File: config.mk
export PLATFORM = sky130hd
export DESIGN_NAME = fetch_unit
export DESIGN_NICKNAME = d
export VERILOG_FILES = /design/src/rtl/fetch_unit.sv
export SDC_FILE = /design/constraint.sdc
export NUM_CORES = 1
export LEC_CHECK = 0
export ABC_AREA = 1
export ABC_CLOCK_PERIOD_IN_PS = 8200
export BUFFER_PORTS_ARGS = -buffer_cell sky130_fd_sc_hd__buf_2
export CAP_MARGIN = 20
export CELL_PAD_IN_SITES_DETAIL_PLACEMENT = 1
export CELL_PAD_IN_SITES_GLOBAL_PLACEMENT = 2
export CORE_MARGIN = 5
export CORE_UTILIZATION = 30
export DETAILED_ROUTE_END_ITERATION = 12
export GPL_TIMING_DRIVEN = 0
export PLACE_DENSITY_LB_ADDON = 0.1
export SLEW_MARGIN = 30
export SYNTH_ARGS = -nofsm -noshare
export SYNTH_HDL_FRONTEND = slang
export SYNTH_SLANG_ARGS = --single-unit
File: constraint.sdc
create_clock -name clk -period 8.2 [get_ports clk]
set_clock_uncertainty 0.15 [all_clocks]
set_input_delay 1.64 -clock clk [delete_from_list [all_inputs] [get_ports clk]]
set_output_delay 1.64 -clock clk [all_outputs]
set_load 0.02 [all_outputs]
File: src/rtl/fetch_unit.sv
// rtl/fetch_unit.sv - MIPS fetch stage: PC register, next-PC select and F/D pipeline register
module fetch_unit #(
  parameter logic [31:0] PC_RESET = 32'h0000_3000
) (
  input  logic        clk,
  input  logic        reset,
  input  logic        stall,
  input  logic [1:0]  npc_sel,
  input  logic        branch_taken,
  input  logic [31:0] jr_target,
  input  logic [31:0] F_instr,
  output logic [31:0] im_addr,
  output logic [31:0] F_pc,
  output logic [31:0] D_instr,
  output logic [31:0] D_pc,
  output logic [31:0] D_pc8
);

  localparam logic [1:0] NPC_SEQ    = 2'b00;
  localparam logic [1:0] NPC_BRANCH = 2'b01;
  localparam logic [1:0] NPC_JUMP   = 2'b10;

  logic [31:0] f_pc_q, f_pc_d;
  logic [31:0] d_instr_q;
  logic [31:0] d_pc_q;

  logic [31:0] seq_pc;
  logic [31:0] d_pc4;
  logic [31:0] branch_pc;
  logic [31:0] jump_pc;
  logic [31:0] jr_pc;
  logic [1:0]  unused_jr_low;

  // Targets come from the instruction held in D, so a redirect lands one
  // cycle later and the word fetched alongside it becomes the delay slot.
  assign seq_pc        = f_pc_q + 32'd4;
  assign d_pc4         = d_pc_q + 32'd4;
  assign branch_pc     = d_pc4 + {{14{d_instr_q[15]}}, d_instr_q[15:0], 2'b00};
  assign jump_pc       = {d_pc4[31:28], d_instr_q[25:0], 2'b00};
  assign jr_pc         = {jr_target[31:2], 2'b00};
  assign unused_jr_low = jr_target[1:0];

  always_comb begin
    f_pc_d = seq_pc;
    unique case (npc_sel)
      NPC_SEQ:    f_pc_d = seq_pc;
      NPC_BRANCH: f_pc_d = branch_taken ? branch_pc : seq_pc;
      NPC_JUMP:   f_pc_d = jump_pc;
      default:    f_pc_d = jr_pc;
    endcase
  end

  always_ff @(posedge clk or posedge reset) begin
    if (reset) begin
      f_pc_q    <= PC_RESET;
      d_instr_q <= 32'h0000_0000;
      d_pc_q    <= PC_RESET;
    end else if (!stall) begin
      f_pc_q    <= f_pc_d;
      d_instr_q <= F_instr;
      d_pc_q    <= f_pc_q;
    end
  end

  assign F_pc    = f_pc_q;
  assign im_addr = f_pc_q;
  assign D_instr = d_instr_q;
  assign D_pc    = d_pc_q;
  assign D_pc8   = d_pc_q + 32'd8;

endmodule
**Word level (Yosys, flattened, before mapping)**

Cells that the tools add are included.

- Logic and storage cells: 12
- Flip-flop bits (word level): 96
- Bits in writable memories: 0
- Bits in latches: 0
- Memories kept: 0
- Output and inout bits: 160
- Memory bits (read-only): 0

- Add/subtract/negate cells: 4
- Multipliers: 0
- Reduce and logical (&&, ||, !) cells: 1
- Multiplexer cells: 2
- Equality and inequality tests: 2
- Shifts and indexed selects: 0
- Bitwise gates (word level): 0
- Magnitude comparators: 0
- Div/mod/pow operators: 0

Operators by type and width:

| cell | number |
|---|---|
| 32-bit one-hot mux with 3 select lines | 1 |
| 32-bit by 3-bit adder with 32-bit output, second input constant | 2 |
| 32-bit adder | 1 |
| 32-bit by 4-bit adder with 32-bit output, second input constant | 1 |
| 32-bit 2-to-1 mux | 1 |
| 2-bit by 1-bit equality test with 1-bit output, second input constant | 1 |
| 2-bit equality test, second input constant | 1 |
| 2-bit logical NOT | 1 |

**Longest topological paths before layout**

Gate-level depths: netlist (run 1).

- Word-level depth: 4
- Gate-level depth with buffers: 27
- Mapped depth without buffers: 27

**Worst setup path before layout (run 1)**

No wires, ideal clock.

- Path kind: reg2out
- From: register d_pc_q[5], in the netlist D_pc[5]
- To: output D_pc8[26]
- Path buffers: 0
- Cell stages (with the launch flop): 9
- Arrival time: 1830 ps
- Path slack: 4580 ps
- Path through: dfrtp_1 -> nand3_1 -> nor2_2 -> inv_1 -> nor2_2 -> inv_2 -> nor3_1 -> nand2_1 -> xor2_1

- Cells in the longest elaborated chain, start to end: 1

Ends and longest elaborated chain:

| element | RTL line | text |
|---|---|---|
| start, declared | 25 | `logic [31:0] d_pc_q;` |
| start signal, assigned | 61 | `d_pc_q <= f_pc_q;` |
| 32-bit by 4-bit adder with 32-bit output | 69 | `assign D_pc8 = d_pc_q + 32'd8;` |
| end, declared | 16 | `output logic [31:0] D_pc8` |

No other way between the ends.

**Worst setup path in the final report (run 1)**

- From: register d_pc_q[5], in the netlist D_pc[5]
- To: output D_pc8[30]

The elaborated chain is that of the path after synthesis.

==> impl_metrics.ini, run 1 <==
[run_status]
outcome = finished clean

[routing]
drt_iter0_markers = 550
drt-vias-per-instance = 4.90
ant_nets = 0
vias = 9610
wl_um = 41700
wl_per_cell_um = 21.2
firstDrtPassIters = 4
drc_errors = 0

[setup_path]
cp_slowest_cell = dfrtp_1
crit_top_cell = nor2_2
reg2reg_from = D_pc[4]$_DFFE_PP0N_
start_kind = flop
r2r_slack_ns = 4.34
cpPeakStageDelay_ns = 0.56
required_ns = 6.41
cp_data_arrival_time_ns = 2.69
critPathTopFamily = simple AND/OR/NAND/NOR gates
endpoint_kind = output pin
r2r-end = F_pc[24]$_DFFE_PP0N_
critical_path_class = flop to output pin
cp_max_fo = 7
reg2reg_depth = 20
worst-path-buf-inv = 3
crit_chain = nand3_1, nor2_2, inv_1, nor2_2, inv_2, nor4_1, xor2_1, buf_2

[hold_path]
hold_path_end = D_instr[27]$_DFFE_PP0N_
hold_class = flop to flop
worstHoldStart = D_instr[27]$_DFFE_PP0N_
whs_path_depth = 2

[sta]
fin_ws_ns = 3.72
hold_viol_final = 0
fin_crit_sh_pct = 54.6
slew_viol_final = 0
tightest_slew_ns = 0.720
setup_viol = 0
hold_slack_ns = 0.333
rsz0062_at_grt = no
fin_tns_setup_ns = 0
timing.fmax_mhz = 223
relSlewSlack_pct = 52.0
period_needed_ns = 4.48

[yosys]
synth_most_common_cell = nand2_1
synth_largest_area_cell = dfrtp_1
syn_nets = 1449
synthTopCellsByCount = nand2_1, inv_1, nor2_1, o21ai_0, dfrtp_1
async_flop_share_pct = 100
synthCells = 1340
synth_area_per_cell_um2 = 6.37
synth_cell_types = 45
synth-main-ff-cell = dfrtp_1
synth_area_um2 = 8540
ys_top_cells_by_area = dfrtp_1, nand2_1, inv_1
synth_edf_count = 0
yosys.area.top_type_share_pct = 27.0
ys_seq_area_share_pct = 28.2
ys_ff_latch = 96
ys.warnings.count = 0

[placed_design]
place.gp.congestion = 0.901
portBuffers = 226
dpl.hpwl_um = 34600
post-place-ws_ns = 4.08

[clock_tree]
cts_buffer_depth = 2
cts_resized = 0
cts_sinks = 96
postCtsHoldBufs = 0
post_cts_buffers = 0
h-tree-depth = 3
clkLatencyLatePin_ns = 0.36
path_clk_slew_ns = 0.07
cts_tree = yes
numCtsBuffers = 9
root_buffer = clkbuf_16

[power]
peakVddDrop_uv = 99.9
fin_total_pwr_uw = 2130
leakage_uw = 0.00567
powerDensity_nw_per_um2 = 202

[grt]
gr-usage-all-layers_pct = 26.5
met1_usage_pct = 37.0
grt.busiest_layer = met2
grt_pass1_wl_um = 62800
grt_max_degree = 64
use_met3_pct = 4.20
antenna_found_initial = 2
grt_pass1_vias = 10124
grt-ovfl-total = 0
gr-usage-met2_pct = 42.6

[floorplanning]
die-area_um2 = 31900
row_count = 61
start_util_pct = 30.6
io_pins = 230
die_y_um = 179
design.core.area_um2 = 27900
die_x_um = 179

[cells_and_area]
syn2layout_area_growth_pct = 23.5
final_util_pct = 37.7
drive_above_1_share_pct = 21.0
nets = 1688
multiInputGateArea_um2 = 5150
seqCellArea_um2 = 2410
nFillCells = 3742

[job]
drv_cap = 0
[worst reg2reg max path, cell delays in order (launching register included)]
cell	delay, ns
dfrtp_1	0.50
ha_1	0.25
inv_1	0.08
nor2_4	0.20
nand2_4	0.11
nor2_8	0.19
nand2_4	0.10
nor2_1	0.13
xor2_1	0.10
mux2i_1	0.15
inv_1	0.10
ha_1	0.41
nand2_1	0.17
nor3_1	0.32
nand4_1	0.22
nand3_1	0.13
nand2_1	0.05
nand3_1	0.20
nand2_1	0.10
nand2_1	0.07
nand2_1	0.05
[registers in the layout, indices dropped and copies added, names as in the netlist]
| signal | count |
|---|---|
| D_instr | 32 |
| D_pc | 32 |
| F_pc | 32 |
[final cells by class]
type,instances,share of cell area (%)
multi-input combinational,1021,48.8
sequential,96,22.8
timing repair buffer,228,11.2
inverter,151,5.42
tap,378,4.49
buffer,72,3.93
clock buffer,10,2.17
clock inverter,6,1.10
antenna,1,0.0237
[worst max-delay path by stage]
stage / from / depth (start not counted) / end
final: D_pc[5]$_DFFE_PP0N_ / 8 / D_pc8[30]
after CTS: D_pc[5]$_DFFE_PP0N_ / 8 / D_pc8[30]
after floorplan: reset / 1 / D_instr[0]$_DFFE_PP0N_
after global placement: reset / 2 / F_pc[1]$_DFFE_PP0P_
after detailed placement: D_pc[5]$_DFFE_PP0N_ / 8 / D_pc8[30]
after global routing: D_pc[5]$_DFFE_PP0N_ / 9 / D_pc8[26]
[power by group]
part	leakage, µW	internal (µW)	switching [µW]
Clock	0.000161	301	218
Sequential	0.00119	535	133
Combinational	0.00432	309	637
[cell usage in the layout, fill, tap and decap left out, drive strengths merged, types with 35 or more instances in the layout]
cell type	instances
clkbuf	35
inv	149
nand2	455
buf	275
nand3	82
dfrtp	92
ha	38
xor2	42
nor2	156
o21ai	101
a21oi	47
[logic make-up (layout without fill, tap and decap cells)]
kind of cell | count (synthesis) | after routing | synth area share (%)
mux | 4 | 4 | 0.469
fa+ha+maj | 39 | 39 | 5.80
flops | 96 | 96 | 28.2
other cells | 0 | 1 | 0
compound gates | 178 | 178 | 11.4
xor+xnor | 56 | 56 | 5.74
simple gates | 744 | 744 | 36.9
buf+inv | 223 | 467 | 11.5
[stage by stage]
| stage | instances | instance area [µm²] |
|---|---|---|
| 2_1_floorplan | 1340 | 8540 |
| 6_report | 1963 | 10500 |
| 4_1_cts | 1962 | 10500 |
| 5_1_grt | 1963 | 10500 |
| 3_5_place_dp | 1946 | 10200 |
| 3_3_place_gp | 1944 | 10100 |
[per-layer routing]
layer	routed length (µm)	part of all wire (%)	vias up
met5	0	0	-
met4	1110	2.7	0
met3	1800	4.3	44
met2	18800	45	235
met1	19900	48	4617
li1	-	-	4714
(Power assumes the default switching activity.)
==> run 2: changes to the inputs <==
--- a/config.mk
+++ b/config.mk
@@ -6,13 +6,13 @@
 export NUM_CORES = 1
 export LEC_CHECK = 0
 export ABC_AREA = 1
-export ABC_CLOCK_PERIOD_IN_PS = 8200
+export ABC_CLOCK_PERIOD_IN_PS = 4450
 export BUFFER_PORTS_ARGS = -buffer_cell sky130_fd_sc_hd__buf_2
 export CAP_MARGIN = 20
 export CELL_PAD_IN_SITES_DETAIL_PLACEMENT = 1
 export CELL_PAD_IN_SITES_GLOBAL_PLACEMENT = 2
 export CORE_MARGIN = 5
-export CORE_UTILIZATION = 30
+export CORE_UTILIZATION = 28
 export DETAILED_ROUTE_END_ITERATION = 12
 export GPL_TIMING_DRIVEN = 0
 export PLACE_DENSITY_LB_ADDON = 0.1
==> constraint.sdc (replaced) <==
create_clock -name clk -period 4.45 [get_ports clk]
set_clock_uncertainty 0.15 [all_clocks]
set_input_delay 0.89 -clock clk [delete_from_list [all_inputs] [get_ports clk]]
set_output_delay 0.89 -clock clk [all_outputs]
set_load 0.02 [all_outputs]
==> impl_metrics.ini, run 2 (synthesis results as in run 1) <==
[placed_design]
place.gp.congestion = 0.878
dp.cells = 1963
dpl.hpwl_um = 35100
portBuffers = 226

[clock_tree]
path_clk_slew_ns = 0.08
clkLatencyLatePin_ns = 0.38
postCtsHoldBufs = 0
post_cts_buffers = 0
cts_sinks = 96
numCtsBuffers = 9
cts_tree = yes
root_buffer = clkbuf_16
cts_buffer_depth = 2
h-tree-depth = 3
cts_resized = 0

[setup_path]
worst-path-buf-inv = 1
cp_max_fo = 6
critical_path_class = flop to flop
start_kind = flop
startpoint = D_pc[13]$_DFFE_PP1N_
cpPeakStageDelay_ns = 0.71
endpoint_kind = flop
reg2reg_from = D_pc[13]$_DFFE_PP1N_
crit_chain = nand2_1, nor2_1, nand4_1, nor2_1, xor2_1, mux2i_1, inv_1, ha_1, a21oi_1, o21ai_0, a21oi_1, nor2_1, nor2_1, nand3_1, nand3_1, nand2_1, nand2_1, nand2_1
cp_data_arrival_time_ns = 4.12
critPathTopFamily = simple AND/OR/NAND/NOR gates
required_ns = 4.57
cp_slowest_cell = dfstp_2

[routing]
wl_per_cell_um = 21.4
wl_um = 42300
vias = 9498
ant_nets = 0
drt_iter0_markers = 471
drc_errors = 0
firstDrtPassIters = 4
drt-vias-per-instance = 4.80

[floorplanning]
io_pins = 230
row_count = 64
die_y_um = 185
die_x_um = 185
die-area_um2 = 34100
start_util_pct = 28.1
design.core.area_um2 = 30300

[sta]
relSlewSlack_pct = 47.7
slew_viol_final = 0
fin_crit_sh_pct = 90.0
hold_viol_final = 0
rsz0062_at_grt = no
tightest_slew_ns = 0.784
setup_viol = 0
period_needed_ns = 4.01
timing.fmax_mhz = 250

[grt]
grt_max_degree = 65
grt_pass1_wl_um = 63200
grt-ovfl-total = 0
gr-usage-all-layers_pct = 25.0
antenna_found_initial = 1
grt_pass1_vias = 10136

[hold_path]
hold_class = flop to flop
worstHoldStart = D_instr[29]$_DFFE_PP0N_

[cells_and_area]
final_util_pct = 34.7
multiInputGateArea_um2 = 5150
final_common_cell = nand2_1
nets = 1687
n_antenna_cell = 0
drive_above_1_share_pct = 21.0
final_cell_mix = nand2_1, buf_2, inv_1, nor2_1, o21ai_0
instances_no_fill = 1979
syn2layout_area_growth_pct = 23.3
nFillCells = 4011
seqCellArea_um2 = 2410

[power]
leakage_uw = 0.00566
powerDensity_nw_per_um2 = 369
peakVddDrop_uv = 188

[run_status]
outcome = finished clean

[job]
drv_cap = 0
-- run 2: cell count changes in the layout (fill, tap and decap cells not counted), sizes merged --
cell / previous run / this run
diode: 1 / 0
clkinv: 3 / 6
bufinv: 3 / 2
buf: 275 / 274
clkinvlp: 2 / 0
-- run 2: path summary, 6_finish.rpt --
check,endpoint,slack [ns],depth (start not counted)
setup / recovery,F_pc[28]$_DFFE_PP0N_,0.44,18
hold / removal,D_instr[29]$_DFFE_PP0N_,0.33,2
setup reg to reg,F_pc[28]$_DFFE_PP0N_,0.44,18
hold reg to reg,D_instr[29]$_DFFE_PP0N_,0.33,2
max in group asynchronous,D_pc[12]$_DFFE_PP1N_,3.09,3
min in group asynchronous,D_instr[31]$_DFFE_PP0N_,0.35,2
-- run 2: report_power, final --
group / leakage [µW] / switching (µW) / internal, µW / total (µW)
registers: 0.00119 / 248 / 986 / 1230
clock network: 0.000163 / 400 / 512 / 912
logic: 0.00431 / 1170 / 568 / 1740
-- run 2: area by class of cell --
type                    count  share of cell area, %
clock inverters             6                  0.868
clock buffers              10                   2.27
inverters                 151                   5.43
well taps                 396                   4.71
plain buffers              72                   3.93
repair buffers            227                   11.0
multi-input cells        1021                   48.9
flip-flops and latches     96                   22.9
-- run 2: through the flow --
stage | hold WS, ns | TNS (ns) | instance area [µm²] | power, µW | setup WS [ns]
2_1_floorplan | 0.388 | 0 | 8540 | 2270 | 0.911
3_3_place_gp | 0.307 | -60.78 | 10200 | 2980 | -0.673
3_5_place_dp | 0.315 | 0 | 10200 | 2990 | 0.431
4_1_cts | 0.337 | 0 | 10500 | 3920 | 0.413
5_1_grt | 0.351 | 0 | 10500 | 4140 | 0.158
6_report | 0.330 | 0 | 10500 | 3880 | 0.444
-- run 2: layer usage --
| metal | vias to the layer above | track usage, % | routed length, µm |
|---|---|---|---|
| met3 | 39 | 4.34 | 1860 |
| met2 | 208 | 40.6 | 19300 |
| met4 | 0 | 5.87 | 928 |
| met5 | - | 0 | 0 |
| li1 | 4708 | - | - |
| met1 | 4543 | 34.8 | 20200 |
-- run 2: worst reg2reg max path, delay by kind of cell, from the launching register on --
family | cells | cell delay, ns
xor gates and xnor gates | 1 | 0.30
AOI/OAI and AO/OA | 3 | 0.65
DFF | 1 | 0.71
adders and majority gates | 1 | 0.28
muxes | 1 | 0.12
and+or+nand+nor | 11 | 1.58
buffers and inverters | 1 | 0.11
==> run 3: changes to the inputs <==
--- a/config.mk
+++ b/config.mk
@@ -11,7 +11,7 @@
 export CAP_MARGIN = 20
 export CELL_PAD_IN_SITES_DETAIL_PLACEMENT = 1
 export CELL_PAD_IN_SITES_GLOBAL_PLACEMENT = 2
-export CORE_MARGIN = 5
+export CORE_MARGIN = 2
 export CORE_UTILIZATION = 28
 export DETAILED_ROUTE_END_ITERATION = 12
 export GPL_TIMING_DRIVEN = 0
==> impl_metrics.ini, run 3 (synthesis results as in run 1) <==
[clock_tree]
h-tree-depth = 3
root_buffer = clkbuf_16
cts_sinks = 96
postCtsHoldBufs = 0
clkLatencyLatePin_ns = 0.37
post_cts_buffers = 0
numCtsBuffers = 9
cts_buffer_depth = 2
cts_resized = 0
cts_tree = yes
path_clk_slew_ns = 0.07

[power]
powerDensity_nw_per_um2 = 361
peakVddDrop_uv = 210
leakage_uw = 0.00564

[sta]
relSlewSlack_pct = 51.4
rsz0062_at_grt = no
tightest_slew_ns = 0.729
slew_viol_final = 0
period_needed_ns = 3.99
setup_viol = 0
hold_viol_final = 0
fin_crit_sh_pct = 89.7
timing.fmax_mhz = 251

[floorplanning]
start_util_pct = 28.7
io_pins = 230
die_y_um = 179
design.core.area_um2 = 29800
die-area_um2 = 31900
die_x_um = 179
row_count = 63

[grt]
grt-ovfl-total = 0
grt_pass1_wl_um = 61500
antenna_found_initial = 0
grt_max_degree = 59
gr-usage-all-layers_pct = 26.5
grt_pass1_vias = 9930

[run_status]
outcome = finished clean

[routing]
drc_errors = 0
drt-vias-per-instance = 4.87
firstDrtPassIters = 5
ant_nets = 0
wl_per_cell_um = 20.9
wl_um = 41300
drt_iter0_markers = 513
vias = 9600

[placed_design]
dp.cells = 1957
place.gp.congestion = 0.896
portBuffers = 226
dpl_cell_area_um2 = 10200
dpl.hpwl_um = 34400

[setup_path]
start_kind = flop
required_ns = 4.56
cp_max_fo = 6
critical_path_class = flop to flop
reg2reg_depth = 21
endpoint_kind = flop
crit_chain = ha_1, inv_1, nor2_4, nand2_4, nor2_8, inv_1, nor2_1, xor2_1, mux2i_1, inv_1, ha_1, a21oi_1, o21ai_0, a21oi_1, nor2_1, nor2_1, nand3_1, nand3_1, nand2_1, nand2_1, nand2_1
cp_data_arrival_time_ns = 4.10
cpPeakStageDelay_ns = 0.51
cp_slowest_cell = dfrtp_1

[hold_path]
whs_path_depth = 2
hold_class = flop to flop

[job]
drv_cap = 0

[cells_and_area]
final_common_cell = nand2_1
multiInputGateArea_um2 = 5150
nets = 1687
seqCellArea_um2 = 2410
syn2layout_area_growth_pct = 22.7
final_cell_area_um2 = 10500
final_cell_mix = nand2_1, buf_2, inv_1, nor2_1, o21ai_0
instances_no_fill = 1972
nFillCells = 3934
drive_above_1_share_pct = 20.8
## run 3: cell count changes in the layout (fill, tap and decap cells not counted)
cell and delta:
clkinv_4 -1, clkbuf_1 +1, inv_6 -1, diode_2 +1, bufinv_16 -1
## run 3: final cells by class
cell class	instances	share of cell area, %
Multi-Input combinational cell	1021	49.1
Sequential cell	96	23.0
Timing Repair Buffer	227	11.1
Inverter	151	5.46
Tap cell	390	4.66
Buffer	72	3.95
Clock buffer	11	2.32
Clock inverter	3	0.418
Antenna cell	1	0.0239
## run 3: critical path: cells and delay by family (launching register included)
kind / cells / cell delay, ns
compound gates: 3 / 0.68
xor+xnor: 1 / 0.30
fa+ha+maj: 2 / 0.53
buf+inv: 3 / 0.28
flops: 1 / 0.51
mux: 1 / 0.12
simple gates: 11 / 1.29
## run 3: power by group
group	switching, µW	internal [µW]	total, µW
sequential	248	986	1230
clock	370	446	816
combinational	1170	568	1740
## run 3: final timing paths
kind,slack (ns),from,to
max,0.46,D_pc[4]$_DFFE_PP0N_,F_pc[28]$_DFFE_PP0N_
min,0.33,D_instr[29]$_DFFE_PP0N_,D_instr[29]$_DFFE_PP0N_
max reg2reg,0.46,D_pc[4]$_DFFE_PP0N_,F_pc[28]$_DFFE_PP0N_
min reg2reg,0.33,D_instr[29]$_DFFE_PP0N_,D_instr[29]$_DFFE_PP0N_
max in group asynchronous,3.09,reset,D_pc[12]$_DFFE_PP1N_
min in group asynchronous,0.38,reset,F_pc[9]$_DFFE_PP0N_
## run 3: metrics by stage
stage	hold WS (ns)	setup WS [ns]	power (µW)	TNS [ns]	utilization (%)
finish	0.331	0.460	3790	0	35.2
global route	0.367	0.0700	4040	0	35.2
global placement	0.309	-0.670	2970	-60.69	34.1
detailed placement	0.317	0.457	2980	0	34.2
floorplan	0.388	0.911	2270	0	-
CTS	0.337	0.441	3810	0	35.2
## run 3: metal layers
layer  routed length (µm)  vias to the layer above  track usage (%)
met5                    0                        -                0
met4                  824                        0             6.64
met3                 2350                       34             5.37
met2                18800                      233             43.5
met1                19300                     4633             35.6
li1                     -                     4700                -
